--- src/rtl/fetch_pkg.sv ---
// Shared types and helpers for the prefetching IF stage.
package fetch_pkg;

    localparam int XLEN = 32;
    localparam logic [31:0] NOP_INSTR = 32'h0000_0013;

    typedef struct packed {
        logic [XLEN-1:0] pc;
        logic [XLEN-1:0] instr;
    } fetch_entry_t;

    // Ceil-log2 with a floor of 1 so single-entry counters still get a bit.
    function automatic int clog2(input int v);
        int r;
        r = 0;
        while ((1 << r) < v) r++;
        return (r == 0) ? 1 : r;
    endfunction

endpackage

--- src/rtl/fetch_fifo.sv ---
// Show-ahead synchronous FIFO with push/pop/flush; the head entry is visible
// combinationally whenever the FIFO is non-empty.
module fetch_fifo
    import fetch_pkg::*;
#(
    parameter int DW    = 64,
    parameter int DEPTH = 4
) (
    input  logic                        clk,
    input  logic                        rst_n,
    input  logic                        i_push,
    input  logic [DW-1:0]               i_data,
    input  logic                        i_pop,
    input  logic                        i_flush,
    output logic [DW-1:0]               o_head,
    output logic [clog2(DEPTH+1)-1:0]   o_count,
    output logic                        o_full,
    output logic                        o_empty
);

    localparam int AW = clog2(DEPTH);
    localparam int CW = clog2(DEPTH + 1);

    logic [DW-1:0] r_mem [DEPTH];
    logic [AW-1:0] r_wr_ptr;
    logic [AW-1:0] r_rd_ptr;
    logic [CW-1:0] r_count;
    logic          w_do_push;
    logic          w_do_pop;

    assign o_full    = (r_count == CW'(DEPTH));
    assign o_empty   = (r_count == '0);
    assign o_count   = r_count;
    assign o_head    = r_mem[r_rd_ptr];
    assign w_do_push = i_push && !o_full;
    assign w_do_pop  = i_pop && !o_empty;

    // Flush wins over any simultaneous push or pop.
    always_ff @(posedge clk or negedge rst_n) begin
        if (!rst_n) begin
            r_wr_ptr <= '0;
            r_rd_ptr <= '0;
            r_count  <= '0;
            for (int i = 0; i < DEPTH; i++) r_mem[i] <= '0;
        end else if (i_flush) begin
            r_wr_ptr <= '0;
            r_rd_ptr <= '0;
            r_count  <= '0;
        end else begin
            if (w_do_push) begin
                r_mem[r_wr_ptr] <= i_data;
                r_wr_ptr        <= r_wr_ptr + AW'(1);
            end
            if (w_do_pop) r_rd_ptr <= r_rd_ptr + AW'(1);
            r_count <= r_count + CW'(w_do_push) - CW'(w_do_pop);
        end
    end

endmodule

--- src/rtl/fetch_queue_stage.sv ---
// Prefetching IF stage: credit-limited imem requests, in-order responses into a
// FIFO, redirect flush with stale-response drop. Optional FETCH_PERF_CNT_EN.
module fetch_queue_stage
    import fetch_pkg::*;
#(
    parameter int              XLEN     = fetch_pkg::XLEN,
    parameter int              FQ_DEPTH = 4,
    parameter logic [XLEN-1:0] RESET_PC = '0
) (
    input  logic            clk,
    input  logic            rst_n,
    input  logic            redirect_i,
    input  logic [XLEN-1:0] redirect_pc_i,
    output logic            imem_req_valid_o,
    input  logic            imem_req_ready_i,
    output logic [XLEN-1:0] imem_req_addr_o,
    input  logic            imem_rsp_valid_i,
    input  logic [XLEN-1:0] imem_rsp_data_i,
    output logic            instr_valid_o,
    input  logic            instr_ready_i,
    output logic [XLEN-1:0] instr_o,
    output logic [XLEN-1:0] pc_o,
    output logic [XLEN-1:0] pc_plus4_o
`ifdef FETCH_PERF_CNT_EN
    ,
    output logic [31:0]     perf_stall_cycles_o,
    output logic [31:0]     perf_redirects_o
`endif
);

    localparam int            CW      = clog2(FQ_DEPTH + 1);
    localparam logic [CW:0]   DEPTH_W = (CW+1)'(FQ_DEPTH);
    localparam logic [XLEN-1:0] STEP  = XLEN'(4);

    logic [XLEN-1:0]   r_fetch_pc;
    logic [XLEN-1:0]   r_rsp_pc;
    logic [CW-1:0]     r_outstanding;
    logic [CW-1:0]     r_drop_cnt;
    logic [CW-1:0]     w_count;
    logic              w_full;
    logic              w_empty;
    logic              w_fire;
    logic              w_push;
    logic              w_pop;
    logic [XLEN-1:0]   w_target;
    logic [2*XLEN-1:0] w_head;

    // Credits cover both buffered and in-flight entries, so a response always has room.
    assign imem_req_valid_o = rst_n && !redirect_i &&
                              (({1'b0, w_count} + {1'b0, r_outstanding}) < DEPTH_W);
    assign imem_req_addr_o  = r_fetch_pc;
    assign w_fire   = imem_req_valid_o && imem_req_ready_i;
    assign w_push   = imem_rsp_valid_i && !redirect_i && (r_drop_cnt == '0);
    assign w_pop    = instr_valid_o && instr_ready_i;
    assign w_target = redirect_pc_i & ~XLEN'(3);

    assign instr_valid_o  = !w_empty;
    assign {pc_o, instr_o} = w_head;
    assign pc_plus4_o     = pc_o + STEP;

    always_ff @(posedge clk or negedge rst_n) begin
        if (!rst_n) begin
            r_fetch_pc    <= RESET_PC;
            r_rsp_pc      <= RESET_PC;
            r_outstanding <= '0;
            r_drop_cnt    <= '0;
        end else begin
            r_outstanding <= r_outstanding + CW'(w_fire) - CW'(imem_rsp_valid_i);
            if (redirect_i) begin
                r_fetch_pc <= w_target;
                r_rsp_pc   <= w_target;
                // A response landing this cycle is already gone, so it is not counted.
                r_drop_cnt <= r_outstanding - CW'(imem_rsp_valid_i);
            end else begin
                if (w_fire) r_fetch_pc <= r_fetch_pc + STEP;
                if (w_push) r_rsp_pc <= r_rsp_pc + STEP;
                if (imem_rsp_valid_i && r_drop_cnt != '0) r_drop_cnt <= r_drop_cnt - CW'(1);
            end
        end
    end

    fetch_fifo #(
        .DW    (2*XLEN),
        .DEPTH (FQ_DEPTH)
    ) u_fifo (
        .clk     (clk),
        .rst_n   (rst_n),
        .i_push  (w_push),
        .i_data  ({r_rsp_pc, imem_rsp_data_i}),
        .i_pop   (w_pop),
        .i_flush (redirect_i),
        .o_head  (w_head),
        .o_count (w_count),
        .o_full  (w_full),
        .o_empty (w_empty)
    );

    a_no_overflow: assert property (@(posedge clk) disable iff (!rst_n) !(w_push && w_full));

`ifdef FETCH_PERF_CNT_EN
    logic [31:0] r_stall_cycles;
    logic [31:0] r_redirects;

    always_ff @(posedge clk or negedge rst_n) begin
        if (!rst_n) begin
            r_stall_cycles <= '0;
            r_redirects    <= '0;
        end else begin
            if (!instr_valid_o && !redirect_i && r_stall_cycles != '1)
                r_stall_cycles <= r_stall_cycles + 32'd1;
            if (redirect_i && r_redirects != '1)
                r_redirects <= r_redirects + 32'd1;
        end
    end

    assign perf_stall_cycles_o = r_stall_cycles;
    assign perf_redirects_o    = r_redirects;
`endif

endmodule

--- config.mk ---
export PLATFORM = sky130hd
export DESIGN_NAME = fetch_queue_stage
export DESIGN_NICKNAME = d
export VERILOG_FILES = /design/src/rtl/fetch_pkg.sv /design/src/rtl/fetch_fifo.sv /design/src/rtl/fetch_queue_stage.sv
export SDC_FILE = /design/constraint.sdc
export NUM_CORES = 1
export LEC_CHECK = 0
export CAP_MARGIN = 30
export CORE_ASPECT_RATIO = 2
export CORE_MARGIN = 2
export CORE_UTILIZATION = 40
export DETAILED_ROUTE_END_ITERATION = 8
export GPL_TIMING_DRIVEN = 0
export PLACE_DENSITY_LB_ADDON = 0.1
export SLEW_MARGIN = 5
export SYNTH_ARGS = -nofsm -noshare
export SYNTH_HDL_FRONTEND = slang
export SYNTH_SLANG_ARGS = --single-unit
--- constraint.sdc ---
create_clock -name clk -period 3 [get_ports clk]
set_clock_uncertainty 0.05 [all_clocks]
set_input_delay 0.9 -clock clk [delete_from_list [all_inputs] [get_ports clk]]
set_output_delay 0.9 -clock clk [all_outputs]
set_load 0.01 [all_outputs]
== Yosys cells after proc, flatten, opt, wreduce, memory -nomap -nowiden ==
Index checks and enable logic that the tools add are counted.
Operators by class
  add/subtract/negate cells: 12
  magnitude comparators: 4
  eq/ne operators: 1
  muxes and demuxes: 17
  bitwise gates (word level): 3
  reduce and logical (&&, ||, !) cells: 22
Operators by type and width (count)
  $bwmux 256: 1
  $mux 64: 3
  $bmux 64 s2: 1
  $demux 64 s2: 1
  $mux 32: 4
  $add 32x3->32 const B: 3
  $logic_and 1x1->1: 10
  $reduce_bool 2->1: 5
  $mux 3: 3
  $sub 3x1->3: 3
  $mux 2: 4
  $add 3x1->3: 2
  $ge 3x3->1 const B: 2
  $logic_not 3->1: 2
  $not 2->3: 2
  $add 2x1->2 const B: 2
  $add 3x3->4: 1
  $lt 4x3->1 const B: 1
  $eq 3x3->1 const B: 1
  $logic_not 1->1: 3
  $lt 3x1->1 const B: 1
  $reduce_bool 3->1: 1
  $sub 3x1->3 const B: 1
  $reduce_and 2->1: 1
  $not 1->1: 1
Storage, ports and cells
  register bits: 333
  input port bits: 70
  output and inout bits: 130
  logic and storage cells: 70

== Depth between registers and ports, before layout ==
  word-level depth: 7
  mapped depth: 13
  mapped depth without buffers: 11

== Modules after synthesis ==
Synthesis repeated with hierarchy kept, for this count alone.
Second synthesis, totals
  cell total of the unflattened synthesis: 1134
  area, all modules: 17194.0 µm²
By module, submodules not included
  fetch_fifo: times used 1, cells an instance 666, area each 12734.7 µm², seq. area each 6581.3 µm²
  fetch_queue_stage: times used 1, cells an instance 468, area each 4459.3 µm², seq. area each 1651.6 µm²

== Worst setup path after synthesis ==
Ideal clock, no wire load.
  kind: register to output
  start point: register u_fifo.r_rd_ptr[0]
  end point: output port pc_plus4_o[24]
  arrival time: 2.210 ns
  required time: 2.050 ns
  slack: -0.160 ns
  cell stages (with the launch flop): 9
  buffers on the path: 2
  cells stage by stage: dfrtp_1 buf_6 buf_12 mux4_2 ha_1 nand3_4 nor4_4 nand4_1 xnor2_1
On the way
  longest elaborated chain between the ends: 5
RTL lines
  from (decl): RTL line fetch_fifo.sv:26  | logic [AW-1:0] r_rd_ptr;
  from (signal assigned): RTL line fetch_fifo.sv:54  | if (w_do_pop) r_rd_ptr <= r_rd_ptr + AW'(1);
  $not 2->3 (not written as such): RTL line fetch_fifo.sv:34  | assign o_head = r_mem[r_rd_ptr];
  $bmux 64 s2: RTL line fetch_fifo.sv:34
  $mux 64 (not written as such) (2 in a row): RTL line fetch_fifo.sv:34
  net pc_o[3]: RTL line fetch_queue_stage.sv:22  | output logic [XLEN-1:0] pc_o,
  $add 32x3->32: RTL line fetch_queue_stage.sv:59  | assign pc_plus4_o = pc_o + STEP;
  to (decl): RTL line fetch_queue_stage.sv:23  | output logic [XLEN-1:0] pc_plus4_o
The timed path passes the listed nets, and every way through them passes these cells. The select of a mux whose other input is x is not followed.

== Worst setup path in the final report ==
  start point: register u_fifo.r_rd_ptr[0]
  end point: output port pc_plus4_o[19]
On the way
  longest elaborated chain between the ends: 5
RTL lines (RTL line)
  $not 2->3 (not written as such): fetch_fifo.sv:34
  $bmux 64 s2: fetch_fifo.sv:34
  $mux 64 (not written as such) (2 in a row): fetch_fifo.sv:34
  $add 32x3->32: fetch_queue_stage.sv:59
Every way passes these cells. The select of a mux whose other input is x is not followed.

==> metrics.md <==
| Metric | Value |
|---|---|
| Post-synth EDFFs | 0 |
| Max-slew violations | 0 |
| Fin. Hold Viols | 0 |
| Routed vias/inst | 5.21 |
| Actual slew at the worst max-slew pin | 0.831 ns |
| Fin crit share | 1.31 |
| Slew margin rel. | 0.446 |
| Ys async rst share | 1.00 |
| Fillcell total | 3338 |
| Total grt overflow | 0 |
| CP arrival | about 3.0 ns |
| Hold WS | just under 0.08 ns |
| Diodes inserted | 0 |
| Unrepaired setup endpoints after global routing | true |
| Synth Flop Type | dfrtp_1 |
| Area Overhead vs Synth | 32.2% |
| Yosys warnings | 0 |
| PnR worst setup slack | -0.934 ns |
| Overall Global Routing Usage | 0.214 |
| Failing checks | negative setup slack |
| Pwr Density | 844 mW/mm2 |
| Largest net degree at the start of global routing | 113 |
| CP max FO | 7 |
| Sequential area share after synthesis | 0.514 |
| Reg-to-Reg Start | u_fifo.o_count[2]$_DFF_PN0_ |
| P_leak | 0.00945 uW |
| Reg2Reg Depth | 13 |
| Setup crit end | pc_plus4_o[19] |
| Max-Cap Viols | 0 |
| Post-layout nets | 1578 |
| Synthesized area per cell | between 10 and 15 um2 |
| Synth Register Bits | roughly 320 |
| Worst skew pair latency | 0.57 ns |
| CTS tree | yes |
| CORE AREA | 0.0387 mm2 |
| Commonest non-fill, non-tap cell in the layout | dfrtp_1 |
| Hold WC Path Type | input pin to asynchronous set/reset pin |
| Multi-input logic area | 0.00726 mm2 |
| Port bufs | 191 |
| Layout cells sized above 1 | 0.412 |
| Inst Count DP | between 1500 and 2000 |
| R2R Setup Slk | 0.02 ns |
| DRT Pass-1 Iters | 4 |
| F_max | 254 MHz |
| Worst setup EP type | output port |
| Core Rows | approximately 100 |
| Clock Tree Buf Depth | 3 |
| Register area | 0.00803 mm2 |
| Non-Filler Instances | 2031 |
| Hold Buf Count CTS | 0 |
| Crit path kind | flop to output port |
| Drt first-iter violations | approximately 400 |
| Run status | finished, violations left |
| DRT antenna net count | 0 |
| Synth Instances | approximately 1200 |
| Maximum vdd drop | 0.000457 V |
| CTS buffer count | 30 |
| Count of final setup violators | 91 |
| I/O pin count | 200 |
| Endpoint of the worst register-to-register path | r_outstanding[2]$_DFF_PN0_ |
| Root Buffer | clkbuf_16 |
| Starting Density | 0.404 |
| Synthesized area | 0.0156 mm2 |
| First-pass GRT wire length | 66.9 mm |
| Netlist cell types | 52 |
| Critical path launch point | u_fifo.r_rd_ptr[0]$_DFFE_PN0P_ |
| Die Area | between 0.04 and 0.05 mm2 |
| Critical Path RT | a little over 2 ns |
| GPL Wtd Cong | 0.932 |
| Vias | 10600 |
| Most frequent cells in the layout | 320 x dfrtp_1, 258 x mux2_2, 105 x clkdlybuf4s50_1 |
| Vias in the first global route | ~12000 |
| Die height | roughly 280 um |
| Setup crit start kind | flop |
| CTS sink cnt | 321 |
| Final min period | just under 4 ns |
| # DRC | 0 |
| H-Tree Level Count | 1 |
| Avg WL per Cell | 21.2 um |
| Routed wire length | 43.0 mm |
| Total power | roughly 17000 uW |
| DPL Wire Length | 29.1 mm |
| Initial antenna violation count | 0 |
| Die width | 144 um |
| Clk pin slew, worst setup/hold paths | roughly 0.070 ns |
-- cell type report --
class,count,area share
Tap cell,520,0.0315
Multi-Input combinational cell,735,0.352
Buffer,77,0.0270
Clock buffer,42,0.0424
Timing Repair Buffer,293,0.144
Sequential cell,321,0.389
Clock inverter,12,0.00830
Inverter,31,0.00576
-- Yosys cell counts, types with 2 or more instances --
library cell  number  area (um2)
or4_1              3        22.5
or3_1              5        31.3
buf_6              2        22.5
nand2b_1           2        12.5
nand3b_1           4        30.0
o31a_1             3        26.3
a21oi_1            7        35.0
a31oi_1            7        43.8
o21ai_0           40         200
o311ai_0          10        87.6
buf_1              3        11.3
mux4_2            52        1170
clkbuf_1          25        93.8
ha_1              17         213
dfrtp_1          321        8030
nor4_1             6        37.5
mux2_2           258        2910
o211ai_1          10        75.1
and4_1             7        61.3
nand4_1           17         106
nand3_1           37         185
nor4_4             2        42.5
nand2_1           63         236
a41oi_1            5        43.8
and3_1            12        75.1
mux2i_1            5        50.1
fa_1               2        40.0
o21ai_1            2        10.0
xnor2_1           52         455
buf_2             37         185
inv_1             30         113
nand3_4            3        52.6
buf_4              9        67.6
mux4_1            10         263
xor2_1            20         175
nor3_1            16        80.1
nor2_1            31         116
and2_1            11        68.8
-- how the worst min path moves through the flow --
stage	from	end	slack, ns	depth (start not counted)
floorplan	u_fifo.r_mem[166]$_DFFE_PN0P_	u_fifo.r_mem[166]$_DFFE_PN0P_	0.42	1
global placement	u_fifo.r_mem[170]$_DFFE_PN0P_	u_fifo.r_mem[170]$_DFFE_PN0P_	0.43	1
global route	rst_n	u_fifo.r_mem[246]$_DFFE_PN0P_	0.05	1
CTS	rst_n	r_rsp_pc[26]$_DFFE_PN0N_	0.06	1
detailed placement	u_fifo.r_mem[183]$_DFFE_PN0P_	u_fifo.r_mem[183]$_DFFE_PN0P_	0.44	1
finish	rst_n	r_rsp_pc[22]$_DFFE_PN0N_	0.08	1
-- worst max-delay path, stage by stage, from the launching register on --
cell and delay (ns):
dfrtp_1 0.40, buf_12 0.15, bufbuf_16 0.27, mux4_2 0.40, nand3_4 0.11, nor4_4 0.36
buf_4 0.17, nand4_1 0.20, xnor2_1 0.21, buf_2 0.15
-- sequential cells by signal, summed over array words and instances (netlist names) --
name / flops
imem_req_addr_o: 30
u_fifo.o_count: 3
u_fifo.r_wr_ptr: 2
r_outstanding: 3
r_rsp_pc: 30
u_fifo.r_mem: 248
u_fifo.r_rd_ptr: 2
r_drop_cnt: 3
-- kinds of logic after synthesis --
group           after synthesis  share of synthesized area
compound gates               86                     0.0347
xor+xnor                     72                     0.0404
fa+ha+maj                    19                     0.0162
buf+inv                     109                     0.0334
flops                       321                      0.514
mux                         325                      0.281
other cells                   1                   0.000240
simple gates                227                     0.0796
-- where the power goes --
| group | switching (uW) | internal, uW |
|---|---|---|
| sequential | 614 | 5290 |
| clock | 1690 | 2370 |
| combinational | 3200 | 4260 |
-- timing repair --
item | 4_1_cts | 5_1_grt
cloned | 10 | 0
endpoints found under the setup margin | 367 | 150
gates resized for setup | 266 | 123
pin swaps | 15 | 11
buffers inserted | 66 | 28
-- per-stage QoR --
step	util	setup slack, ns	setup TNS, ns	cell area, um2
6_report	0.534	-0.934	-45.38	20600
5_1_grt	0.534	-1.04	-53.71	20600
4_1_cts	0.527	-1.03	-48.56	20400
3_5_place_dp	0.475	-1.89	-282.75	18400
3_3_place_gp	0.472	-13.44	-4972.87	18300
2_1_floorplan	-	-0.157	-0.708	15700
-- routing by layer --
layer  GRT usage  part of all wire
met5           0                 0
met4      0.0625             0.024
met3      0.0258             0.039
met2       0.404              0.55
met1       0.248              0.39
Note: power is estimated with default switching activity, not from simulation.
